`config.mk`:
```
export PLATFORM = sky130hd
export DESIGN_NAME = forward_select_gen
export DESIGN_NICKNAME = d
export VERILOG_FILES = /design/src/rtl/forward_select_gen_pkg.sv /design/src/rtl/forward_select_gen_fwd_match.sv /design/src/rtl/forward_select_gen.sv
export SDC_FILE = /design/constraint.sdc
export NUM_CORES = 1
export LEC_CHECK = 0
export CAP_MARGIN = 0
export CORE_MARGIN = 1
export CORE_UTILIZATION = 47
export CTS_CLUSTER_DIAMETER = 100
export DETAILED_ROUTE_END_ITERATION = 10
export PLACE_DENSITY = 0.87
export SLEW_MARGIN = 25
export SYNTH_ARGS = -nofsm -noshare
export SYNTH_HDL_FRONTEND = slang
export SYNTH_SLANG_ARGS = --single-unit
```
`constraint.sdc`:
```
create_clock -name Clk -period 2 [get_ports Clk]
set_input_delay 0.2 -clock Clk [delete_from_list [all_inputs] [get_ports Clk]]
set_output_delay 0.2 -clock Clk [all_outputs]
set_load 0.02 [all_outputs]
```
`src/rtl/forward_select_gen_pkg.sv`:
```
// Shared definitions for the operand-forwarding select generator.
// Holds the mux select encodings, tracking-stage indices and entry flag layout.
package forward_select_gen_pkg;

    localparam int REG_ADDR_W_DEF = 5;
    localparam int FWD_SEL_W      = 2;

    // Tracking stages, nearest producer first.
    localparam int NUM_STG = 3;
    localparam int STG_EX  = 0;
    localparam int STG_MEM = 1;
    localparam int STG_WB  = 2;

    typedef enum logic [FWD_SEL_W-1:0] {
        FWD_RF     = 2'd0,
        FWD_EXMEM  = 2'd1,
        FWD_MEMWB  = 2'd2,
        FWD_WBHOLD = 2'd3
    } fwd_sel_e;

    // Per-entry flags; the destination field width is REG_ADDR_W.
    typedef struct packed {
        logic valid;
        logic regwrite;
        logic memread;
    } ent_flags_t;

endpackage

```
`src/rtl/forward_select_gen_fwd_match.sv`:
```
// Compares one source register against the EX/MEM/WB tracking entries and
// returns the select code of the nearest matching producer.
module fwd_match
    import forward_select_gen_pkg::*;
#(
    parameter int REG_ADDR_W = REG_ADDR_W_DEF
) (
    input  logic [REG_ADDR_W-1:0]              src,
    input  logic [NUM_STG-1:0]                 valid,
    input  logic [NUM_STG-1:0]                 regwrite,
    input  logic [NUM_STG-1:0][REG_ADDR_W-1:0] dest,
    output logic [FWD_SEL_W-1:0]               sel
);

    logic [NUM_STG-1:0] hit;

    // $0 is hardwired, so a write to it is never a producer.
    for (genvar g = 0; g < NUM_STG; g++) begin : g_hit
        assign hit[g] = valid[g] && regwrite[g] && (dest[g] != '0) && (dest[g] == src);
    end

    always_comb begin
        sel = FWD_RF;
        if (hit[STG_EX])
            sel = FWD_EXMEM;
        else if (hit[STG_MEM])
            sel = FWD_MEMWB;
        else if (hit[STG_WB])
            sel = FWD_WBHOLD;
    end

endmodule

```
`src/rtl/forward_select_gen.sv`:
```
// Registered EX operand-forwarding selects plus combinational load-use stall.
// Define FWD_WB_HOLD_EN to track the WB entry and emit the post-WB hold code.
module forward_select_gen
    import forward_select_gen_pkg::*;
#(
    parameter int REG_ADDR_W = REG_ADDR_W_DEF
) (
    input  logic                  Clk,
    input  logic                  Reset,
    input  logic [REG_ADDR_W-1:0] IdRs,
    input  logic [REG_ADDR_W-1:0] IdRt,
    input  logic                  IdUsesRt,
    input  logic                  IdRegWrite,
    input  logic                  IdMemRead,
    input  logic [REG_ADDR_W-1:0] IdWriteReg,
    input  logic                  Flush,
    output logic [1:0]            ForwardA,
    output logic [1:0]            ForwardB,
    output logic                  Stall
);

    ent_flags_t            ex_f, mem_f;
    logic [REG_ADDR_W-1:0] ex_dest, mem_dest;
    logic                  wb_valid, wb_regwrite;
    logic [REG_ADDR_W-1:0] wb_dest;

    logic [NUM_STG-1:0]                 stg_valid, stg_regwrite;
    logic [NUM_STG-1:0][REG_ADDR_W-1:0] stg_dest;
    logic [FWD_SEL_W-1:0]               sel_a, sel_b;
    logic [FWD_SEL_W-1:0]               fwd_a_nxt, fwd_b_nxt;
    logic                               load_use, bubble;
    ent_flags_t                         id_f;

    assign load_use = ex_f.valid && ex_f.memread && (ex_dest != '0) &&
                      ((ex_dest == IdRs) || (IdUsesRt && (ex_dest == IdRt)));
    assign Stall    = load_use && !Flush;
    assign bubble   = Stall || Flush;

    assign id_f = '{valid: 1'b1, regwrite: IdRegWrite, memread: IdMemRead};

    always_ff @(posedge Clk) begin
        if (Reset) begin
            ex_f     <= '0;
            mem_f    <= '0;
            ex_dest  <= '0;
            mem_dest <= '0;
            ForwardA <= FWD_RF;
            ForwardB <= FWD_RF;
        end else begin
            ex_f     <= bubble ? '0 : id_f;
            ex_dest  <= bubble ? '0 : IdWriteReg;
            mem_f    <= ex_f;
            mem_dest <= ex_dest;
            ForwardA <= fwd_a_nxt;
            ForwardB <= fwd_b_nxt;
        end
    end

`ifdef FWD_WB_HOLD_EN
    ent_flags_t wb_f;

    always_ff @(posedge Clk) begin
        if (Reset) begin
            wb_f    <= '0;
            wb_dest <= '0;
        end else begin
            wb_f    <= mem_f;
            wb_dest <= mem_dest;
        end
    end

    assign wb_valid    = wb_f.valid;
    assign wb_regwrite = wb_f.regwrite;

    // Load flags only matter while the producer sits in EX.
    logic unused_memread;
    assign unused_memread = ^{mem_f.memread, wb_f.memread};
`else
    // Without the hold path the register file must be write-first.
    assign wb_valid    = 1'b0;
    assign wb_regwrite = 1'b0;
    assign wb_dest     = '0;

    logic unused_memread;
    assign unused_memread = mem_f.memread;
`endif

    assign stg_valid    = {wb_valid,    mem_f.valid,    ex_f.valid};
    assign stg_regwrite = {wb_regwrite, mem_f.regwrite, ex_f.regwrite};
    assign stg_dest     = {wb_dest,     mem_dest,       ex_dest};

    fwd_match #(.REG_ADDR_W(REG_ADDR_W)) u_match_a (
        .src      (IdRs),
        .valid    (stg_valid),
        .regwrite (stg_regwrite),
        .dest     (stg_dest),
        .sel      (sel_a)
    );

    fwd_match #(.REG_ADDR_W(REG_ADDR_W)) u_match_b (
        .src      (IdRt),
        .valid    (stg_valid),
        .regwrite (stg_regwrite),
        .dest     (stg_dest),
        .sel      (sel_b)
    );

    // A bubble entering EX carries no forwarding.
    always_comb begin
        fwd_a_nxt = bubble ? FWD_RF : sel_a;
        fwd_b_nxt = (bubble || !IdUsesRt) ? FWD_RF : sel_b;
    end

endmodule

```
# --- Word-level counts from Yosys, hierarchy flattened ---
# Index checks and enable logic that the tools add are counted.
word_totals:
  register_bits: 19
  latchBits: 0
  mem_bits_rw: 0
  romBits: 0
  out_inout_bits: 5
  wordCells: 44
  memories: 0
classes:
  add_sub_neg: 0
  multipliers: 0
  n_div: 0
  magnitude_cmp: 0
  eq_ne: 4
  shift: 0
  n_mux: 5
  bitwise: 0
  n_reduce_logical: 24
op_table:
  columns: ["cell", "count"]
  rows:
  - ["$eq A5 B5 Y1", 4]
  - ["$logic_and A1 B1 Y1", 13]
  - ["$reduce_bool A5 Y1", 2]
  - ["$reduce_or A3 Y1", 2]
  - ["$mux W2", 2]
  - ["$reduce_or A2 Y1", 2]
  - ["$logic_or A1 B1 Y1", 3]
  - ["$mux W3", 1]
  - ["$logic_not A1 Y1", 2]
  - ["$mux W1", 2]

# --- Depth between registers and ports, before layout ---
logic_depth:
  ltp_word: 8
  depth_mapped: 5
  mapped_depth_nobuf: 5

# --- By module ---
# A second synthesis with hierarchy kept.
hier_totals:
  cells_unflattened: 138
  area_unflattened_um2: 1262.5
by_module_without_submodules:
  columns: ["module", "instances", "cells_each", "area_per_inst_um2"]
  rows:
  - ["forward_select_gen", 1, 72, 744.5]
  - ["fwd_match", 2, 33, 259.0]

# --- Worst setup path before layout ---
# Ideal clock, no wire load.
synth_path:
  path_type: "flip-flop to output port"
  start: "register ex_dest[2]"
  end: "output port Stall"
  arrival_time_ns: 1.340
  setup_slack_ns: 0.460
  stages_incl_launch_ff: 6
  cell_sequence: "dfxtp_1 xor2_1 nor3_2 nand3_2 a21oi_4 and2b_1"
synth_between:
  elab_chain_len: 5
  elab_cells_between_ends: 8
  classes_between: "2 x eq/ne; 6 x reduce/logical"
synth_rtl:
  columns: ["element", "line", "text"]
  rows:
  - ["from (decl)", "forward_select_gen.sv:23", "logic [REG_ADDR_W-1:0] ex_dest, mem_dest;"]
  - ["from (signal assigned)", "forward_select_gen.sv:51", "ex_dest <= bubble ? '0 : IdWriteReg;"]
  - ["$eq A5 B5 Y1", "forward_select_gen.sv:35", "((ex_dest == IdRs) || (IdUsesRt && (ex_dest == IdRt)));"]
  - ["$logic_and A1 B1 Y1", "forward_select_gen.sv:35", null]
  - ["$logic_or A1 B1 Y1", "forward_select_gen.sv:35", null]
  - ["$logic_and A1 B1 Y1 (*)", "forward_select_gen.sv:34", "assign load_use = ex_f.valid && ex_f.memread && (ex_dest != '0) &&"]
  - ["$logic_and A1 B1 Y1 (*)", "forward_select_gen.sv:36", "assign Stall = load_use && !Flush;"]
  - ["to (decl)", "forward_select_gen.sv:19", "output logic Stall"]
# Every way passes the cells marked *; elsewhere a longest branch is shown, timed or not.

# --- Worst setup path after layout ---
layout_path:
  start: "input port IdRs[2]"
  end: "output port Stall"
layout_between:
  elab_chain_len: 4
layout_rtl:
  columns: ["element", "line", "text"]
  rows:
  - ["from (decl)", "forward_select_gen.sv:10", "input logic [REG_ADDR_W-1:0] IdRs,"]
  - ["$eq A5 B5 Y1", "forward_select_gen.sv:35", null]
  - ["$logic_or A1 B1 Y1", "forward_select_gen.sv:35", null]
  - ["$logic_and A1 B1 Y1", "forward_select_gen.sv:34", null]
  - ["$logic_and A1 B1 Y1", "forward_select_gen.sv:36", null]
# Every way passes these cells.

==> key figures <==
Placement
  • Port Buf Inserts: 25
  • HPWL after DPL: 1.58 mm
  • RePlAce Congestion: 0.868
  • Placement Setup Slack: -0.319 ns

Global route
  • Initial antenna violation count: 0
  • First-pass GRT wire length: 3.16 mm
  • Largest net degree at the start of global routing: 11
  • GRT Total Usage: 0.235
  • Vias in the first global route: 790
  • GRT Residual Overflow: 0

Route
  • Vias/cell: 5.16
  • Detailed Route WL: 2.06 mm
  • Routed wire length per instance: 13.7 µm
  • First-pass DRT Iterations: 7
  • Post-detailed-route count of antenna-violating nets: 0
  • Initial DRC count: 19
  • Residual DRC count: 4
  • Vias: 774

Synth
  • Post-synth EDFFs: 0
  • Most common cell in the netlist: dfxtp_1
  • Distinct cells, synth: 20
  • Top post-synthesis cells by count: dfxtp_1, xor2_1, nor2_1, nand2_1, nor2b_1
  • Yosys warnings: 0
  • Yosys top cell by area: dfxtp_1
  • Top cell type's share of synthesized area: 0.459
  • Register area share after synthesis: 0.459
  • Post-Synthesis Cell Area: 830 µm²
  • Synth top area cells: dfxtp_1, xor2_1, nor2_1, nor2b_1, nand2_1
  • Top_reg_cell synth: dfxtp_1
  • Fraction of registers with async set/reset: 0
  • Post-synth net total: 110
  • Synth Register Bits: 19
  • Average size of a mapped cell: 9.32 µm²
  • Post-Syn Instances: 89

Pwr
  • Psw: 162 µW
  • Internal: 543 µW
  • VDD IR max: 499 µV
  • Clock share of power: 0.258
  • Combinational Power Share: 0.174
  • Leak Pwr: 0.000549 µW
  • PD cells: 566 nW/µm²
  • Sequential share of power: 0.568
  • Net Sw Frac: 0.229

Setup path
  • Crit. End Element: primary output
  • Crit path DAT: 1.67 ns
  • Critical-path cell list: clkdlybuf4s50_1 -> xor2_1 -> nor3_1 -> nand3_1 -> a21oi_4 -> and2b_1 -> buf_2
  • Cell family with most CP delay: buffers and inverters
  • Crit path largest cell delay: 0.44 ns
  • CP max-delay cell: clkdlybuf4s50_1
  • Crit path kind: input port to primary output
  • Max FO, Critical Path: 2
  • CP Data Required Time: 1.80 ns
  • CP Buf/Inv Count: 2
  • CP startpoint kind: input port

Timing
  • Slew Viols, Final: 0
  • Rel. slew slack: 0.778
  • Clock Skews: 0.00559 ns
  • Tmin final: 1.87 ns
  • Final period util: 0.933
  • Measured slew at the worst slew-check pin: 0.328 ns
  • Setup Viol. Count Final: 0
  • Worst Slack Setup Final: 0.133 ns
  • Hold Vio Cnt, Final: 0
  • Maximum clock frequency: 536 MHz
  • RSZ-0062 raised after global routing: no

Cells and area
  • # fillers: 97
  • Antenna cells: 0
  • Layout cells sized above 1: 0.209
  • Number of nets in the layout: 156
  • Synthesis-to-layout area growth: 50.2%
  • Final core utilization: 0.790

Die
  • Die Ht: 44.0 µm
  • Core area: 1580 µm²
  • # IOs: 26
  • Initial core utilization: 0.526
  • DIE AREA: 1940 µm²
  • Core Rows: 14
  • Die width: 44.0 µm

Min path
  • Worst min path class: input port to flip-flop

Job
  • Max cap viols: 0

CTS
  • CTS clk-pin slew, worst paths: 0.10 ns
  • Cts bufs inserted: 3
  • Clock buffer depth: 2
  • Root buffer cell: clkbuf_4
  • CTS Hold Bufs: 0
  • Skew-Pair Late Insertion Delay: 0.29 ns
  • H-tree depth: 1
  • CTS tree: done
  • CTS Sinks: 19

Outcome
  • Outcome: finished, violations left
  • Violated checks: DRC
## final cells by class
class / count / area [µm²] / share of cell area
clock buffer: 4 / 26.3 / 0.0211
multi-input combinational: 70 / 449 / 0.360
sequential: 19 / 385 / 0.309
tap: 16 / 20.0 / 0.0161
timing repair buffer: 41 / 365 / 0.293
## routing by layer
| layer | GRT usage | vias to the layer above | share of wire |
|---|---|---|---|
| li1 | - | 391 | - |
| met4 | 0.127 | 0 | 0.0092 |
| met2 | 0.424 | 22 | 0.52 |
| met1 | 0.259 | 359 | 0.43 |
| met3 | 0.0408 | 2 | 0.044 |
| met5 | 0 | - | 0 |
## cell usage in the layout, fill, tap and decap left out
cell type | netlist | final
nor2_1 | 12 | 12
clkbuf_4 | 0 | 3
or2_2 | 1 | 1
a21oi_4 | 1 | 1
nand4_1 | 2 | 2
buf_2 | 0 | 1
nor3_1 | 2 | 2
clkbuf_1 | 0 | 1
nor4_1 | 4 | 4
nand2_1 | 10 | 10
nor4b_1 | 1 | 1
o21ai_0 | 1 | 1
and2b_1 | 1 | 1
or3_1 | 1 | 1
xnor2_1 | 4 | 4
clkdlybuf4s50_1 | 0 | 24
nand3_2 | 1 | 1
a21oi_1 | 1 | 1
xor2_1 | 16 | 16
nor2b_1 | 7 | 7
nand3_1 | 3 | 3
dfxtp_2 | 0 | 4
buf_4 | 0 | 16
dfxtp_1 | 19 | 15
o311a_1 | 1 | 1
nor3_2 | 1 | 1
## cells by family after synthesis
family	share of synthesized area
and+or+nand+nor	0.287
DFF	0.459
AOI/OAI and AO/OA	0.0437
xor gates and xnor gates	0.211
## power by group through the flow
stage | logic [µW] | clock network (µW) | registers (µW)
5_1_grt | 134 | 206 | 402
3_5_place_dp | 118 | 0 | 408
4_1_cts | 119 | 188 | 400
6_report | 123 | 182 | 401
2_1_floorplan | 44.6 | 0 | 405
3_3_place_gp | 116 | 0 | 408
## repair_timing
action	4_1_cts	5_1_grt
pin swaps	0	2
buffers inserted	0	2
setup endpoints to repair	1	1
resized for setup	3	5
## stage by stage
stage,power (µW),TNS [ns],hold slack (ns),area [µm²],std cells
3_5_place_dp,526,-0.319,0.415,1200,144
5_1_grt,742,0,0.428,1250,150
6_report,705,0,0.415,1250,150
3_3_place_gp,524,-0.268,0.411,1200,144
4_1_cts,706,0,0.414,1230,148
2_1_floorplan,450,0,0.272,830,89
## state kept, by name, summed over array words and instances, names as in the netlist
register	count
ex_f	3
ForwardA	2
mem_f	2
ForwardB	2
mem_dest	5
ex_dest	5
## worst register-to-register path, cell delays in order, from the launching register on
cell and delay [ns]:
dfxtp_2 0.36, xor2_1 0.16, nor3_1 0.19, nand3_1 0.19
buf_4 0.19, buf_4 0.13, nor4b_1 0.35
## path summary, 6_finish.rpt
check | startpoint | endpoint | slack (ns) | cells after the start
worst min-delay path | IdWriteReg[0] | ex_dest[0] | 0.42 | 3
worst max register to register | ex_dest[4] | ForwardA[0] | 0.32 | 6
worst min register to register | ex_f[0] | ForwardB[0] | 0.43 | 1
worst max-delay path | IdRs[2] | Stall | 0.13 | 7
Note: power is estimated with default switching activity, not from simulation.
